===== src/rtl/time_keeper_if.sv =====
// Button inputs and display/status outputs of the timekeeping core.
// The master side presses the buttons and watches the display; the slave is the core.
interface time_keeper_if;
    logic        btn_mode;
    logic        btn_inc;
    logic [11:0] data_show;
    logic [2:0]  byte_status;
    logic        second_tick;
    logic [1:0]  set_mode;

    modport master (
        output btn_mode, btn_inc,
        input  data_show, byte_status, second_tick, set_mode
    );

    modport slave (
        input  btn_mode, btn_inc,
        output data_show, byte_status, second_tick, set_mode
    );
endinterface


===== src/rtl/time_keeper.sv =====
// Digital clock timekeeping core: 1 Hz prescaler, hh:mm:ss counters,
// two-button time setting with synchronized and debounced buttons, and a display scan index.
module time_keeper #(
    parameter int unsigned TICK_DIV   = 10000000,
    parameter int unsigned SCAN_DIV   = 1024,
    parameter int unsigned DEB_CYCLES = 65536
) (
    input  logic          clock,
    input  logic          reset,
    time_keeper_if.slave  tk
);
    localparam int unsigned NB     = 2;
    localparam int unsigned PRE_W  = (TICK_DIV > 2) ? $clog2(TICK_DIV) : 1;
    localparam int unsigned SCAN_W = (SCAN_DIV > 1) ? $clog2(SCAN_DIV) : 1;
    localparam int unsigned DEB_W  = $clog2(DEB_CYCLES + 1);

    typedef enum logic [1:0] {
        RUN      = 2'd0,
        SET_HOUR = 2'd1,
        SET_MIN  = 2'd2
    } mode_e;

    logic [NB-1:0]    raw, meta, sync, stable, press;
    logic [DEB_W-1:0] deb_cnt [NB];

    mode_e             state;
    logic [PRE_W-1:0]  presc;
    logic [SCAN_W-1:0] scan_div;
    logic [2:0]        scan_idx;
    logic              tick;
    logic [4:0]        hr;
    logic [5:0]        mn;
    logic [5:0]        sec;

    logic mode_p, inc_p;

    // Bit 0 is the mode button and bit 1 is the increment button.
    assign raw    = {tk.btn_inc, tk.btn_mode};
    assign mode_p = press[0];
    assign inc_p  = press[1];

    // Synchronize and debounce each button, then emit a one-cycle pulse on an accepted press.
    always_ff @(posedge clock or negedge reset) begin
        if (!reset) begin
            meta   <= '0;
            sync   <= '0;
            stable <= '0;
            press  <= '0;
            for (int i = 0; i < NB; i++) begin
                deb_cnt[i] <= '0;
            end
        end else begin
            meta  <= raw;
            sync  <= meta;
            press <= '0;
            for (int i = 0; i < NB; i++) begin
                if (sync[i] == stable[i]) begin
                    deb_cnt[i] <= '0;
                end else if (deb_cnt[i] == DEB_W'(DEB_CYCLES - 1)) begin
                    deb_cnt[i] <= '0;
                    stable[i]  <= sync[i];
                    press[i]   <= sync[i];
                end else begin
                    deb_cnt[i] <= deb_cnt[i] + DEB_W'(1);
                end
            end
        end
    end

    // Mode FSM, prescaler and time counters. A mode press outranks inc and a pending tick.
    always_ff @(posedge clock or negedge reset) begin
        if (!reset) begin
            state <= RUN;
            presc <= '0;
            tick  <= 1'b0;
            hr    <= '0;
            mn    <= '0;
            sec   <= '0;
        end else begin
            tick <= 1'b0;
            unique case (state)
                RUN: begin
                    if (mode_p) begin
                        state <= SET_HOUR;
                        presc <= '0;
                    end else if (presc == PRE_W'(TICK_DIV - 1)) begin
                        presc <= '0;
                        tick  <= 1'b1;
                        if (sec == 6'd59) begin
                            sec <= '0;
                            if (mn == 6'd59) begin
                                mn <= '0;
                                hr <= (hr == 5'd23) ? 5'd0 : hr + 5'd1;
                            end else begin
                                mn <= mn + 6'd1;
                            end
                        end else begin
                            sec <= sec + 6'd1;
                        end
                    end else begin
                        presc <= presc + PRE_W'(1);
                    end
                end
                SET_HOUR: begin
                    presc <= '0;
                    if (mode_p) begin
                        state <= SET_MIN;
                    end else if (inc_p) begin
                        hr <= (hr == 5'd23) ? 5'd0 : hr + 5'd1;
                    end
                end
                SET_MIN: begin
                    presc <= '0;
                    if (mode_p) begin
                        state <= RUN;
                        sec   <= '0;
                    end else if (inc_p) begin
                        mn  <= (mn == 6'd59) ? 6'd0 : mn + 6'd1;
                        sec <= '0;
                    end
                end
                default: begin
                    state <= RUN;
                    presc <= '0;
                end
            endcase
        end
    end

    // Display scan index runs in every mode.
    always_ff @(posedge clock or negedge reset) begin
        if (!reset) begin
            scan_div <= '0;
            scan_idx <= '0;
        end else if (scan_div == SCAN_W'(SCAN_DIV - 1)) begin
            scan_div <= '0;
            scan_idx <= scan_idx + 3'd1;
        end else begin
            scan_div <= scan_div + SCAN_W'(1);
        end
    end

    assign tk.data_show   = {1'b0, hr, mn};
    assign tk.byte_status = scan_idx;
    assign tk.second_tick = tick;
    assign tk.set_mode    = state;

endmodule

===== src/flat_wrapper.sv =====
// flat-port wrapper written by rule: the top's interface ports become plain ports
module time_keeper_flat 
#(
    parameter int unsigned TICK_DIV   = 10000000,
    parameter int unsigned SCAN_DIV   = 1024,
    parameter int unsigned DEB_CYCLES = 65536
)
  (clock, reset, tk_btn_mode, tk_btn_inc, tk_data_show, tk_byte_status, tk_second_tick, tk_set_mode);
  time_keeper_if tk_i ();
  input  logic clock;
  input  logic reset;
  input wire logic [$bits(tk_i.btn_mode)-1:0] tk_btn_mode;
  input wire logic [$bits(tk_i.btn_inc)-1:0] tk_btn_inc;
  output wire logic [$bits(tk_i.data_show)-1:0] tk_data_show;
  output wire logic [$bits(tk_i.byte_status)-1:0] tk_byte_status;
  output wire logic [$bits(tk_i.second_tick)-1:0] tk_second_tick;
  output wire logic [$bits(tk_i.set_mode)-1:0] tk_set_mode;
  assign tk_i.btn_mode = tk_btn_mode;
  assign tk_i.btn_inc = tk_btn_inc;
  assign tk_data_show = tk_i.data_show;
  assign tk_byte_status = tk_i.byte_status;
  assign tk_second_tick = tk_i.second_tick;
  assign tk_set_mode = tk_i.set_mode;
  time_keeper #(.TICK_DIV(TICK_DIV), .SCAN_DIV(SCAN_DIV), .DEB_CYCLES(DEB_CYCLES)) u_core (.clock(clock), .reset(reset), .tk(tk_i));
endmodule

===== config.mk =====
export PLATFORM = sky130hd
export DESIGN_NAME = time_keeper_flat
export DESIGN_NICKNAME = d
export VERILOG_FILES = /design/src/rtl/time_keeper_if.sv /design/src/rtl/time_keeper.sv /design/src/flat_wrapper.sv
export SDC_FILE = /design/constraint.sdc
export NUM_CORES = 1
export LEC_CHECK = 0
export ABC_AREA = 1
export BUFFER_PORTS_ARGS = -buffer_cell sky130_fd_sc_hd__buf_2
export CAP_MARGIN = 20
export CORE_MARGIN = 1.5
export CORE_UTILIZATION = 62
export DETAILED_ROUTE_END_ITERATION = 10
export HOLD_SLACK_MARGIN = 0.06
export PLACE_DENSITY = 0.79
export SKIP_LAST_GASP = 1
export SLEW_MARGIN = 20
export SYNTH_ARGS = -nofsm -noshare
export SYNTH_HDL_FRONTEND = slang
export SYNTH_SLANG_ARGS = --single-unit

===== constraint.sdc =====
create_clock -name clock -period 1.8 [get_ports clock]
set_input_delay 0.27 -clock clock [delete_from_list [all_inputs] [get_ports clock]]
set_output_delay 0.27 -clock clock [all_outputs]
set_load 0.01 [all_outputs]

==> results.ini, run 1 <==
[route]
drt-initial-drc-count=225
wl_per_cell_um=13.4
drc=0
drt-total-wl_mm=10.5
firstDrtPassIters=5
vias=4247
viasPerCell=5.42
drtAntennaViolNets=0

[die]
floorplan.initialDensity_pct=64.2
dieArea_mm2=0.00907
rows=33
die_width_um=95.2
core_mm2=0.00822
ios=22
die_h_um=95.2

[placement]
dp_slack_ns=0.0978
numPortBuffers=20
dp_hpwl_mm=7.84
post_dp_cell_area_mm2=0.00553
dp.cells=764
gp_congestion=0.928

[pwr]
switching_share_pct=22.3
p_comb_share_pct=2.5
ir_worst_vdd_mv=0.404
p_sw_uw=836
intPower_mw=2.91
seqPwrFrac_pct=60.0
power_density_mw_per_mm2=647
p_total_mw=3.75
p_leak_nw=2.68
p_clk_share_pct=37.5

[logic_synthesis]
syn_inst=638
yosysWarnings=0
synth_nets=650
synth_area_per_cell_um2=8.26
synth_cell_types=42
synth.area.top_cells=dfrtp_1 47%, nand2_1 10%, nor2_1 7.5%, nand3_1 5.0%, inv_1 3.7%
synth_seq_cells=99
synthesis.area_mm2=0.00527
yosysSeqAreaShare_pct=47.0
synth_top_area_share_pct=47.0
synth_top_area_cell=dfrtp_1

[cts]
clk_pin_slew_ns=0.09
cts-buffers-inserted=9
cts_max_level=3
clk_path_buf_depth=2
root_buffer=clkbuf_8
tritoncts=done
clock_latency_ns=0.36
clkSinkCount=99

[flow_run]
drv_cap=0

[global_route]
grt_pass1_wl_mm=17.8
grt_antenna_before_repair=0
grt_usage_pct=25.1
globalRouteOverflowTotal=0
grt_pass1_vias=4138
grt_max_degree=50

[setup_path]
regToRegEndpoint=u_core.hr[2]
cp.arrival_ns=1.94
crit_path_end_kind=flop
start_kind=flop
worstRegToRegCells=8
critPathTopFamily=simple AND/OR/NAND/NOR gates
critPathMostFrequentCell=nand2_1
crit_chain=ha_1 > nand2_1 > nor2_2 > inv_1 > o21ai_4 > nand4_2 > nand2_1 > nand2_1
cp.required_ns=2.06
r2r_slack_ns=0.11
r2r-start=u_core.mn[0]
cp_max_fo=5
cpMaxStageDelayCell=dfrtp_1
crit_type=flop to flop
slowest_delay_ns=0.42
worst-path-buf-inv=1

[timing]
final-setup-viol-count=0
slew_violations=0
fin_ws_ns=0.114
hold_viol_final=0
fmax_mhz=593
fin_worst_skew_ns=0.00816
post-route-period-util_pct=93.6
rsz0062_at_grt=yes
period_minus_slack_ns=1.69

[layout]
final_cell_count_no_fill=784
antenna_cells=0
stdcell_area_mm2=0.00579
area_growth_pct=9.87
final_net_count=687
drive_gt1_share_pct=16.2

[hold_path]
holdPathStages=0
holdPathEnd=u_core.sync[0]
hp-start=u_core.meta[0]
hp-class=flop to flop

[run_status]
outcome=finished, final reports clean

power groups by stage:
stage	registers (mW)	logic (mW)	clock network, mW
after floorplan	2.29	0.0311	0
after global placement	2.29	0.0891	0
after detailed placement	2.29	0.0908	0
after CTS	2.25	0.0958	1.44
after global routing	2.25	0.111	1.53
final	2.25	0.0924	1.41
logic make-up after synthesis:
logic type / after synthesis / share of synthesized area (%)
adder cells (fa/ha/maj): 8 / 1.90
flip-flops: 99 / 47.0
XOR/XNOR: 32 / 5.32
AND/OR/NAND/NOR: 381 / 34.9
other: 1 / 0.0711
AO/OA/AOI/OAI: 47 / 5.53
buffers and inverters: 70 / 5.34
cell usage in the layout, fill, tap and decap left out, drive strengths merged:
master,netlist,routed
a21oi,17,17
a31o,2,2
a31oi,2,2
and3,1,1
buf,3,28
bufinv,0,1
clkbuf,2,10
clkinv,0,1
clkinvlp,0,1
conb,1,1
dfrtp,99,99
dlygate4sd3,0,3
ha,8,8
inv,65,67
nand2,143,143
nand3,59,59
nand3b,3,3
nand4,19,19
nor2,123,123
nor3,21,21
nor3b,7,7
nor4,2,2
o211ai,2,2
o21a,1,1
o21ai,21,21
o21bai,2,2
or2,3,3
xnor2,12,12
xor2,20,20
registers in the layout, summed over array words and instances, names as in the netlist:
signal and cells:
u_core.deb_cnt 34, u_core.sync 2, u_core.hr 5, u_core.presc 24
u_core.tk.byte_status 3, u_core.sec 6, u_core.mn 6, u_core.stable 2
u_core.press 2, u_core.tk.set_mode 2, u_core.tk.second_tick 1, u_core.scan_div 10
u_core.meta 2
metrics by stage:
step                utilization, %  setup TNS (ns)  hold WS (ns)
floorplan                        -               0       -0.0256
global placement              67.3               0         0.237
detailed placement            67.3               0         0.245
CTS                           69.9               0         0.364
global route                  70.5        -0.00809         0.380
finish                        70.5               0         0.361
final cells by class:
class	instances	area (um2)
multi-input cells	469	2540
flip-flops and latches	99	2480
fillers	646	2420
inverters	65	244
repair buffers	31	205
well taps	105	131
clock buffers	10	128
clock inverters	5	62.6
cell usage after synthesis (all sizes together):
library cell,count
o211ai,2
conb,1
o21bai,2
a31oi,2
nor4,2
nand3b,3
ha,8
nand2,143
xnor2,12
o21a,1
nor2,123
o21ai,21
clkbuf,2
inv,65
nor3b,7
a31o,2
nand3,59
xor2,20
dfrtp,99
nor3,21
a21oi,17
buf,3
or2,3
and3,1
nand4,19
how the worst max path moves through the flow:
stage                       startpoint            endpoint  cells past startpoint
finish                    u_core.mn[0]        u_core.hr[2]                      8
CTS                 u_core.deb_cnt[17]  u_core.deb_cnt[28]                      8
detailed placement  u_core.deb_cnt[17]  u_core.deb_cnt[28]                      8
global route              u_core.mn[0]        u_core.hr[2]                      8
floorplan                 u_core.mn[0]        u_core.hr[2]                      8
global placement       u_core.presc[0]       u_core.sec[0]                      8
metal layers:
layer  global-route usage (%)  vias to the layer above  routed length, um
met5                        0                        -                  0
met4                     9.20                        0                170
met3                     4.70                       17                448
met2                     42.1                      112               5090
met1                     32.4                     1982               4830
li1                         -                     2136                  -
what timing repair did:
action                                 in CTS  in global routing
buffers inserted                            0                  2
resized for setup                           0                  7
endpoints found under the hold margin      33                  0
setup endpoints to repair                   0                 37
hold buffers                                3                  0
(Power assumes the default switching activity.)
==> inputs of run 2 (changes only) <==
--- a/config.mk
+++ b/config.mk
@@ -11,8 +11,10 @@
 export CORE_MARGIN = 1.5
 export CORE_UTILIZATION = 62
 export DETAILED_ROUTE_END_ITERATION = 10
+export GPL_TIMING_DRIVEN = 1
 export HOLD_SLACK_MARGIN = 0.06
 export PLACE_DENSITY = 0.79
+export RECOVER_POWER = 25
 export SKIP_LAST_GASP = 1
 export SLEW_MARGIN = 20
 export SYNTH_ARGS = -nofsm -noshare
==> results.ini, run 2 (same netlist as run 1, synthesis figures left out) <==
[layout]
area_growth_pct=9.61  ; was 9.87%
multi_input_area_mm2=0.00254  ; about the same
largest_reg_flops=34  ; unchanged
final_common_cell=nand2_1  ; unchanged
drive_gt1_share_pct=16.1  ; was 16.2%
seq_area_mm2=0.00248  ; unchanged
top_regs=u_core.deb_cnt: 34 flops, u_core.presc: 24 flops, u_core.scan_div: 10 flops  ; unchanged
stdcell_area_mm2=0.00578  ; was 0.00579 mm2
final_cell_mix=137 x nand2_1, 106 x nor2_1, 99 x dfrtp_1, 53 x nand3_1, 52 x inv_1  ; was 137 x nand2_1, 105 x nor2_1, 99 x dfrtp_1, 53 x nand3_1, 52 x inv_1
largest_register=u_core.deb_cnt  ; unchanged
n_fill_cell=646  ; unchanged
final_net_count=687  ; unchanged
antenna_cells=0  ; unchanged

[timing]
post-route-period-util_pct=94.6  ; was 93.6%
rsz0062_at_grt=yes  ; unchanged
fin_worst_skew_ns=0.00954  ; was 0.00816 ns
hold_viol_final=0  ; unchanged
fmax_mhz=588  ; was 593 MHz
tightestPinTransition_ns=0.800
slew_headroom_pct=46.7
final-setup-viol-count=0  ; unchanged
period_minus_slack_ns=1.70  ; was 1.69 ns
slew_violations=0  ; unchanged

[die]
die_width_um=95.2  ; unchanged
core_mm2=0.00822  ; unchanged
floorplan.initialDensity_pct=64.2  ; unchanged
dieArea_mm2=0.00907  ; unchanged
rows=33  ; unchanged
ios=22  ; unchanged
die_h_um=95.2  ; unchanged

[route]
drt-total-wl_mm=10.5  ; about the same
drc=0  ; unchanged
wl_per_cell_um=13.4  ; about the same
drt-initial-drc-count=225  ; unchanged
vias=4256  ; was 4,247
viasPerCell=5.43  ; was 5.42
drtAntennaViolNets=0  ; unchanged
firstDrtPassIters=5  ; unchanged

[cts]
clkSinkCount=99  ; unchanged
cts-buffers-inserted=9  ; unchanged
clk_path_buf_depth=2  ; unchanged
root_buffer=clkbuf_8  ; unchanged
cts_max_level=3  ; unchanged
tritoncts=done  ; unchanged
clk_pin_slew_ns=0.09  ; about the same
clock_latency_ns=0.36  ; about the same

[global_route]
grt-busiest-layer=met2  ; unchanged
grt_pass1_wl_mm=17.8  ; unchanged
grt_use_met1_pct=32.4  ; unchanged
grt_max_degree=50  ; unchanged
grt_usage_pct=25.1  ; unchanged
grt_antenna_before_repair=0  ; unchanged
grt_use_met3_pct=4.70  ; unchanged
met2_usage_pct=42.1  ; unchanged
globalRouteOverflowTotal=0  ; unchanged
grt_pass1_vias=4138  ; unchanged

[setup_path]
crit_path_end_kind=flop  ; unchanged
regToRegEndpoint=u_core.hr[3]  ; was u_core.hr[2]
critPathMostFrequentCell=nand2_1  ; unchanged
cpMaxStageDelayCell=dfrtp_1  ; unchanged
worstRegToRegCells=8  ; unchanged
cp.arrival_ns=1.95  ; was 1.94 ns
slowest_delay_ns=0.42  ; about the same
start_kind=flop  ; unchanged
crit_end=u_core.hr[3]  ; was u_core.hr[2]
r2r_slack_ns=0.1  ; was 0.11 ns
crit_path_start=u_core.mn[0]  ; unchanged
crit_chain=ha_1 > nand2_1 > nor2_2 > inv_1 > o21ai_4 > nand4_2 > nand2_1 > nand2_1  ; unchanged
crit_type=flop to flop  ; unchanged
cp_max_fo=5  ; unchanged
cp.required_ns=2.05  ; was 2.06 ns
r2r-start=u_core.mn[0]  ; unchanged

[pwr]
ir_worst_vdd_mv=0.404  ; about the same
power_density_mw_per_mm2=646  ; was 647 mW/mm2
p_leak_nw=2.67  ; was 2.68 nW
p_total_mw=3.73  ; was 3.75 mW

[placement]
post_dp_cell_area_mm2=0.00553  ; unchanged
gp_congestion=0.928  ; unchanged
dp_hpwl_mm=7.84  ; unchanged
numPortBuffers=20  ; unchanged

[run_status]
outcome=finished, final reports clean  ; unchanged

[flow_run]
drv_cap=0  ; unchanged

[hold_path]
hp-class=flop to flop  ; unchanged

## run 2: per-stage QoR
stage | std cells | TNS (ns) | setup WS, ns | utilization [%] | hold WS (ns)
after global routing | 784 | -0.00808 | -0.00389 | 70.3 | 0.380
final | 784 | 0 | 0.0980 | 70.3 | 0.361
after detailed placement | 764 | 0 | 0.0978 | 67.3 | 0.245
after floorplan | 638 | 0 | 0.290 | - | -0.0256
after CTS | 782 | 0 | 0.0831 | 69.9 | 0.364
after global placement | 764 | 0 | 0.177 | 67.3 | 0.237
## run 2: layout make-up
cell class / instances / area share (%)
Sequential cell: 99 / 42.9
Inverter: 65 / 4.22
Clock buffer: 10 / 2.21
Tap cell: 105 / 2.27
Multi-Input combinational cell: 469 / 44.0
Clock inverter: 5 / 1.08
Timing Repair Buffer: 31 / 3.36
## run 2: critical path: cells and delay by family, from the launching register on
family,cells,cell delay [ns]
simple gates,5,0.64
flops,1,0.42
fa+ha+maj,1,0.21
compound gates,1,0.21
buf+inv,1,0.11
## run 2: what timing repair did
action	4_1_cts	5_1_grt
buffers inserted	0	2
gates resized for setup	0	7
endpoints found under the hold margin	33	0
endpoints found under the setup margin	0	37
hold buffers	3	0
## run 2: metal layers
layer / part of all wire, % / vias up
li1: - / 2137
met1: 46 / 1993
met2: 48 / 108
met3: 3.9 / 18
met4: 1.6 / 0
met5: 0 / -
## run 2: worst min-delay path by stage
stage,start,slack (ns),cells after the start,to
finish,u_core.meta[0],0.36,0,u_core.sync[0]
CTS,u_core.meta[0],0.36,0,u_core.sync[0]
detailed placement,reset,0.24,1,u_core.presc[13]
floorplan,reset,-0.03,0,u_core.deb_cnt[0]
global route,u_core.meta[1],0.38,0,u_core.sync[1]
global placement,reset,0.24,1,u_core.presc[13]
## run 2: report_power, final
group          switching [mW]  internal, mW  total [mW]
logic                  0.0669        0.0221      0.0891
registers              0.0107          2.24        2.25
clock network           0.748         0.648        1.40
